`src/rtl/pong_engine.sv`:
```
// Pong game engine for a COLS x ROWS LED matrix: game FSM, ball motion,
// paddle, difficulty selection, BCD scoring and finished-screen blink.
module pong_engine #(
  parameter  int unsigned COLS        = 5,
  parameter  int unsigned ROWS        = 7,
  parameter  int unsigned PADDLE_W    = 1,
  parameter  int unsigned WIN_SCORE   = 99,
  parameter  int unsigned BLINK_TICKS = 4,
  localparam int unsigned XW          = $clog2(COLS),
  localparam int unsigned YW          = $clog2(ROWS)
) (
  input  logic          clk,
  input  logic          rst,
  input  logic          tick,
  input  logic          key_sel,
  input  logic          key_up,
  input  logic          key_down,
  output logic [1:0]    state,
  output logic [1:0]    difficulty,
  output logic [XW-1:0] ball_x,
  output logic [YW-1:0] ball_y,
  output logic [XW-1:0] paddle,
  output logic [3:0]    score_units,
  output logic [3:0]    score_tens,
  output logic          won,
  output logic          lost,
  output logic          blank
);

  localparam int unsigned BW = (BLINK_TICKS > 1) ? $clog2(BLINK_TICKS) : 1;

  localparam logic [XW-1:0] X_ONE      = XW'(1);
  localparam logic [XW-1:0] X_MAX      = XW'(COLS - 1);
  localparam logic [XW-1:0] PAD_MAX    = XW'(COLS - PADDLE_W);
  localparam logic [XW:0]   PAD_SPAN   = (XW+1)'(PADDLE_W - 1);
  localparam logic [YW-1:0] Y_ONE      = YW'(1);
  localparam logic [YW-1:0] Y_MAX      = YW'(ROWS - 1);
  localparam logic [3:0]    WIN_TENS   = 4'(WIN_SCORE / 10);
  localparam logic [3:0]    WIN_UNITS  = 4'(WIN_SCORE % 10);
  localparam logic [BW-1:0] BLINK_LAST = BW'(BLINK_TICKS - 1);

  typedef enum logic [1:0] {
    IN_MENU  = 2'b00,
    RUNNING  = 2'b01,
    PAUSED   = 2'b10,
    FINISHED = 2'b11
  } state_t;

  state_t        state_q, state_d;
  logic [1:0]    diff_q, diff_d;
  logic [XW-1:0] ball_x_q, ball_x_d;
  logic [YW-1:0] ball_y_q, ball_y_d;
  logic          dir_x_q, dir_x_d;   // 1 = +1, 0 = -1
  logic          dir_y_q, dir_y_d;
  logic [XW-1:0] paddle_q, paddle_d;
  logic [3:0]    units_q, units_d;
  logic [3:0]    tens_q, tens_d;
  logic          won_q, won_d;
  logic          lost_q, lost_d;
  logic          blank_q, blank_d;
  logic [1:0]    step_cnt_q, step_cnt_d;
  logic [BW-1:0] blink_cnt_q, blink_cnt_d;

  logic [XW-1:0] x_step;
  logic [YW-1:0] y_step;
  logic [1:0]    step_last;
  logic          hit;
  logic [3:0]    units_inc, tens_inc;

  always_ff @(posedge clk or negedge rst) begin
    if (!rst) begin
      state_q     <= IN_MENU;
      diff_q      <= '0;
      ball_x_q    <= '0;
      ball_y_q    <= '0;
      dir_x_q     <= 1'b1;
      dir_y_q     <= 1'b1;
      paddle_q    <= '0;
      units_q     <= '0;
      tens_q      <= '0;
      won_q       <= 1'b0;
      lost_q      <= 1'b0;
      blank_q     <= 1'b0;
      step_cnt_q  <= '0;
      blink_cnt_q <= '0;
    end else begin
      state_q     <= state_d;
      diff_q      <= diff_d;
      ball_x_q    <= ball_x_d;
      ball_y_q    <= ball_y_d;
      dir_x_q     <= dir_x_d;
      dir_y_q     <= dir_y_d;
      paddle_q    <= paddle_d;
      units_q     <= units_d;
      tens_q      <= tens_d;
      won_q       <= won_d;
      lost_q      <= lost_d;
      blank_q     <= blank_d;
      step_cnt_q  <= step_cnt_d;
      blink_cnt_q <= blink_cnt_d;
    end
  end

  always_comb begin
    state_d     = state_q;
    diff_d      = diff_q;
    ball_x_d    = ball_x_q;
    ball_y_d    = ball_y_q;
    dir_x_d     = dir_x_q;
    dir_y_d     = dir_y_q;
    paddle_d    = paddle_q;
    units_d     = units_q;
    tens_d      = tens_q;
    won_d       = won_q;
    lost_d      = lost_q;
    blank_d     = blank_q;
    step_cnt_d  = step_cnt_q;
    blink_cnt_d = blink_cnt_q;

    x_step    = dir_x_q ? (ball_x_q + X_ONE) : (ball_x_q - X_ONE);
    y_step    = dir_y_q ? (ball_y_q + Y_ONE) : (ball_y_q - Y_ONE);
    // period P = 4 - difficulty, so the last counter value is 3 - difficulty
    step_last = 2'd3 - diff_q;
    // landing is judged against the paddle before any same-cycle move
    hit       = ({1'b0, x_step} >= {1'b0, paddle_q}) &&
                ({1'b0, x_step} <= ({1'b0, paddle_q} + PAD_SPAN));
    if (units_q == 4'd9) begin
      units_inc = 4'd0;
      tens_inc  = tens_q + 4'd1;
    end else begin
      units_inc = units_q + 4'd1;
      tens_inc  = tens_q;
    end

    unique case (state_q)
      IN_MENU: begin
        if (key_sel) begin
          state_d    = RUNNING;
          ball_x_d   = '0;
          ball_y_d   = '0;
          dir_x_d    = 1'b1;
          dir_y_d    = 1'b1;
          paddle_d   = '0;
          units_d    = '0;
          tens_d     = '0;
          won_d      = 1'b0;
          lost_d     = 1'b0;
          step_cnt_d = '0;
        end else if (key_up) begin
          diff_d = diff_q + 2'd1;
        end else if (key_down) begin
          diff_d = diff_q - 2'd1;
        end
      end

      RUNNING: begin
        if (key_sel) begin
          state_d = PAUSED;
        end else begin
          if (key_up) begin
            if (paddle_q < PAD_MAX) paddle_d = paddle_q + X_ONE;
          end else if (key_down) begin
            if (paddle_q != '0) paddle_d = paddle_q - X_ONE;
          end

          if (tick) begin
            if (step_cnt_q == step_last) begin
              step_cnt_d = '0;
              ball_x_d   = x_step;
              ball_y_d   = y_step;
              if (x_step == '0) dir_x_d = 1'b1;
              else if (x_step == X_MAX) dir_x_d = 1'b0;
              if (y_step == '0) dir_y_d = 1'b1;
              if (y_step == Y_MAX) begin
                if (hit) begin
                  units_d = units_inc;
                  tens_d  = tens_inc;
                  dir_y_d = 1'b0;
                  if (units_inc == WIN_UNITS && tens_inc == WIN_TENS) begin
                    won_d   = 1'b1;
                    state_d = FINISHED;
                  end
                end else begin
                  lost_d  = 1'b1;
                  state_d = FINISHED;
                end
              end
            end else begin
              step_cnt_d = step_cnt_q + 2'd1;
            end
          end
        end
      end

      PAUSED: begin
        if (key_sel) begin
          state_d = RUNNING;
        end else if (key_down) begin
          state_d = FINISHED;
          won_d   = 1'b0;
          lost_d  = 1'b0;
        end
      end

      FINISHED: begin
        if (key_sel) begin
          state_d     = IN_MENU;
          blank_d     = 1'b0;
          won_d       = 1'b0;
          lost_d      = 1'b0;
          blink_cnt_d = '0;
        end else if (tick) begin
          if (blink_cnt_q == BLINK_LAST) begin
            blink_cnt_d = '0;
            blank_d     = ~blank_q;
          end else begin
            blink_cnt_d = blink_cnt_q + BW'(1);
          end
        end
      end

      default: state_d = IN_MENU;
    endcase
  end

  assign state       = state_q;
  assign difficulty  = diff_q;
  assign ball_x      = ball_x_q;
  assign ball_y      = ball_y_q;
  assign paddle      = paddle_q;
  assign score_units = units_q;
  assign score_tens  = tens_q;
  assign won         = won_q;
  assign lost        = lost_q;
  assign blank       = blank_q;

endmodule

```
`config.mk`:
```
export PLATFORM = sky130hd
export DESIGN_NAME = pong_engine
export DESIGN_NICKNAME = d
export VERILOG_FILES = /design/src/rtl/pong_engine.sv
export SDC_FILE = /design/constraint.sdc
export NUM_CORES = 1
export LEC_CHECK = 0
export ABC_CLOCK_PERIOD_IN_PS = 3300
export CAP_MARGIN = 30
export CORE_MARGIN = 2
export CORE_UTILIZATION = 54
export DETAILED_ROUTE_END_ITERATION = 10
export PLACE_DENSITY_LB_ADDON = 0.12
export SETUP_SLACK_MARGIN = 0.4
export SLEW_MARGIN = 20
export SYNTH_ARGS = -nofsm -noshare
export SYNTH_HDL_FRONTEND = slang
export SYNTH_SLANG_ARGS = --single-unit
```
`constraint.sdc`:
```
create_clock -name clk -period 3.3 [get_ports clk]
set_clock_uncertainty 0.1 [all_clocks]
set_input_delay 0.99 -clock clk [delete_from_list [all_inputs] [get_ports clk]]
set_output_delay 0.99 -clock clk [all_outputs]
set_load 0.1 [all_outputs]
```
==> metrics.cfg <==
[yosys]
ys_seq_elements = 30
muxShareOfSynthArea = 0.004935
ys.flop_type = dfrtp_1
synth_adder_area_share = 0.1098
synthesis.nets = 242
synth_xor_area_frac = 0.06909
synth_edf_count = 0
synth-simple-area-share = 0.2048
synth_area_um2 = 2028
synth_compound_area_frac = 0.1814
yosysUniqueCellTypes = 50
ys_seq_area_frac = 0.3714
synth_top_family_by_area = simple AND/OR/NAND/NOR gates
synth.avg_cell_area_um2 = 9.219
synth-async-reset-ratio = 1.000
synth_cells = 220
ys_warn_count = 0

[clocking]
clkTransAtPathRegs_ps = 70
cts_made_buffers = 5
cts_tree = built
clockRootBuffer = clkbuf_8
cts_sinks = 30
htreeDepth = 2
clockBufferDepth = 2
worstSkewPairLatency_ps = 280
postCtsSetupBuffers = 0

[routing]
drtIter0Drc = 70
wl_per_cell_um = 14.13
drc = 0
finalWirelength_um = 4309
vias_per_cell = 5.590
firstDrtPassIters = 4
ant_nets = 0
num_vias = 1705

[worst_setup_path]
r2r-start = ball_y[0]
worstSetupPathType = in2reg
required_ps = 3410
reg2reg_depth = 7
crit_fanout = 6
startpoint_type = input pin
rrSetupSlack_ps = 610
reg2reg_to = score_tens[3]
worst_ep_arrival_time_ps = 2880
endpoint_kind = flop

[sta]
final.setup.tns_ps = 0
period_share = 0.8384
rsz0062_at_grt = no
fmax_ghz = 0.3614
period_needed_ps = 2767
drv_slew = 0
hold_ws_ps = 416.2
tightest_slew_ps = 632.7
setup_viol = 0
final_hold_viol_count = 0
maxSlewHeadroom = 0.5737

[die]
die_area_um2 = 4262
num_rows = 22
start_util = 0.5582
core_um2 = 3633
fp.dieW_um = 65.29
die_y_um = 65.29
io_pins = 30

[global_routing]
grt_pass1_vias = 1624
grt_overflow = 0
grt_max_degree = 31
grt_pass1_wl_um = 7376
antenna_found_initial = 0
track_usage = 0.2236

[finish]
fin_nets = 278
antennaDiodeCount = 0
syn_to_final_growth_pct = 20.23
final_cell_mix = buf_4 (30), nand2_1 (23), inv_1 (22), dfrtp_1 (22), nor2_1 (16)
layout-drive-gt1-share = 0.2140
final_common_cell = buf_4

[flow_run]
drv_cap = 0

[placed_design]
place.gp.congestion = 0.8139
hpwl_um = 3191
io_buffer_count = 29

[hold_path]
min_from = lost
min_path_type = reg2reg
hold_depth = 2
whs_endpoint = lost

[outcome]
status = completed

[cells by family after synthesis]
group                      after synthesis
and+or+nand+nor                         77
AOI/OAI and AO/OA                       56
DFF                                     30
buffers and inverters                   28
adders and majority gates               16
xor gates and xnor gates                12
muxes                                    1
[timing repair]
action | in CTS | in global routing
resized for setup | 0 | 2
hold buffers | 0 | 0
endpoints found under the setup margin | 0 | 2
[cell usage after synthesis (2+ instances only)]
| master | instances | area, µm² |
|---|---|---|
| nor3_1 | 3 | 15.01 |
| inv_1 | 22 | 82.58 |
| a211oi_1 | 4 | 30.03 |
| nand3_1 | 9 | 45.04 |
| fa_1 | 3 | 60.06 |
| nand2b_1 | 4 | 25.02 |
| a41oi_1 | 2 | 17.52 |
| o31ai_1 | 3 | 22.52 |
| o22ai_1 | 4 | 25.02 |
| nor2_1 | 16 | 60.06 |
| o41ai_1 | 2 | 17.52 |
| and3_1 | 3 | 18.77 |
| a2bb2oi_1 | 2 | 17.52 |
| o211ai_1 | 2 | 15.01 |
| ha_1 | 13 | 162.7 |
| a21oi_1 | 12 | 60.06 |
| nor3b_1 | 2 | 15.01 |
| xnor2_1 | 9 | 78.83 |
| clkbuf_1 | 3 | 11.26 |
| xnor3_1 | 2 | 45.04 |
| nor4_1 | 2 | 12.51 |
| and2_1 | 2 | 12.51 |
| dfstp_2 | 2 | 52.55 |
| and2_2 | 2 | 15.01 |
| nand2_1 | 24 | 90.09 |
| dfrtp_1 | 28 | 700.7 |
| a31oi_1 | 5 | 31.28 |
| or4_1 | 2 | 15.01 |
| o21ai_0 | 12 | 60.06 |
[how the worst max path moves through the flow]
stage	start	endpoint	slack, ps	cells after the start
floorplan	ball_x[0]	score_tens[3]	420	7
CTS	tick	score_tens[3]	470	6
finish	tick	score_units[1]	530	7
global route	ball_y[0]	score_tens[3]	440	7
global placement	tick	score_tens[3]	260	6
detailed placement	tick	score_tens[3]	160	6
[registers in the layout, indices dropped and copies added, names as in the netlist]
| signal | cells |
|---|---|
| ball_y | 3 |
| won | 1 |
| state | 2 |
| blink_cnt_q | 2 |
| score_units | 4 |
| dir_y_q | 1 |
| ball_x | 3 |
| lost | 1 |
| score_tens | 4 |
| difficulty | 2 |
| step_cnt_q | 2 |
| blank | 1 |
| dir_x_q | 1 |
| paddle | 3 |
[metrics by stage]
stage          area [µm²]  instances    util  setup WS (ps)
2_1_floorplan        2038        220       -          419.2
3_3_place_gp         2337        297  0.6433          263.7
3_5_place_dp         2337        297  0.6433          158.3
4_1_cts              2429        305  0.6684          467.6
5_1_grt              2439        305  0.6711          437.9
6_report             2439        305  0.6711          533.3
[layer usage]
metal / vias to the layer above / track usage / share of wire
met5: - / 0 / 0
met2: 34 / 0.3686 / 0.48
li1: 849 / - / -
met4: 0 / 0.07031 / 0.0088
met3: 5 / 0.05651 / 0.039
met1: 817 / 0.2889 / 0.47
[worst max-delay path: stages]
cell and delay [ps]:
clkdlybuf4s50_1 520, inv_1 120, o32ai_2 350, buf_4 200, nand3_1 180, a2111o_1 450
o21ai_0 70
[cell type report]
cell class / instances / area, µm²
Tap cell: 48 / 60.06
Inverter: 22 / 82.58
Multi-Input combinational cell: 162 / 1166
Timing Repair Buffer: 35 / 275.3
Clock buffer: 7 / 86.33
Fill cell: 325 / 1195
Clock inverter: 1 / 5.005
Sequential cell: 30 / 763.2
Power is left out: the tool's default activity adds up to more than one toggle a clock period on the data nets, which glitch-free logic cannot reach.
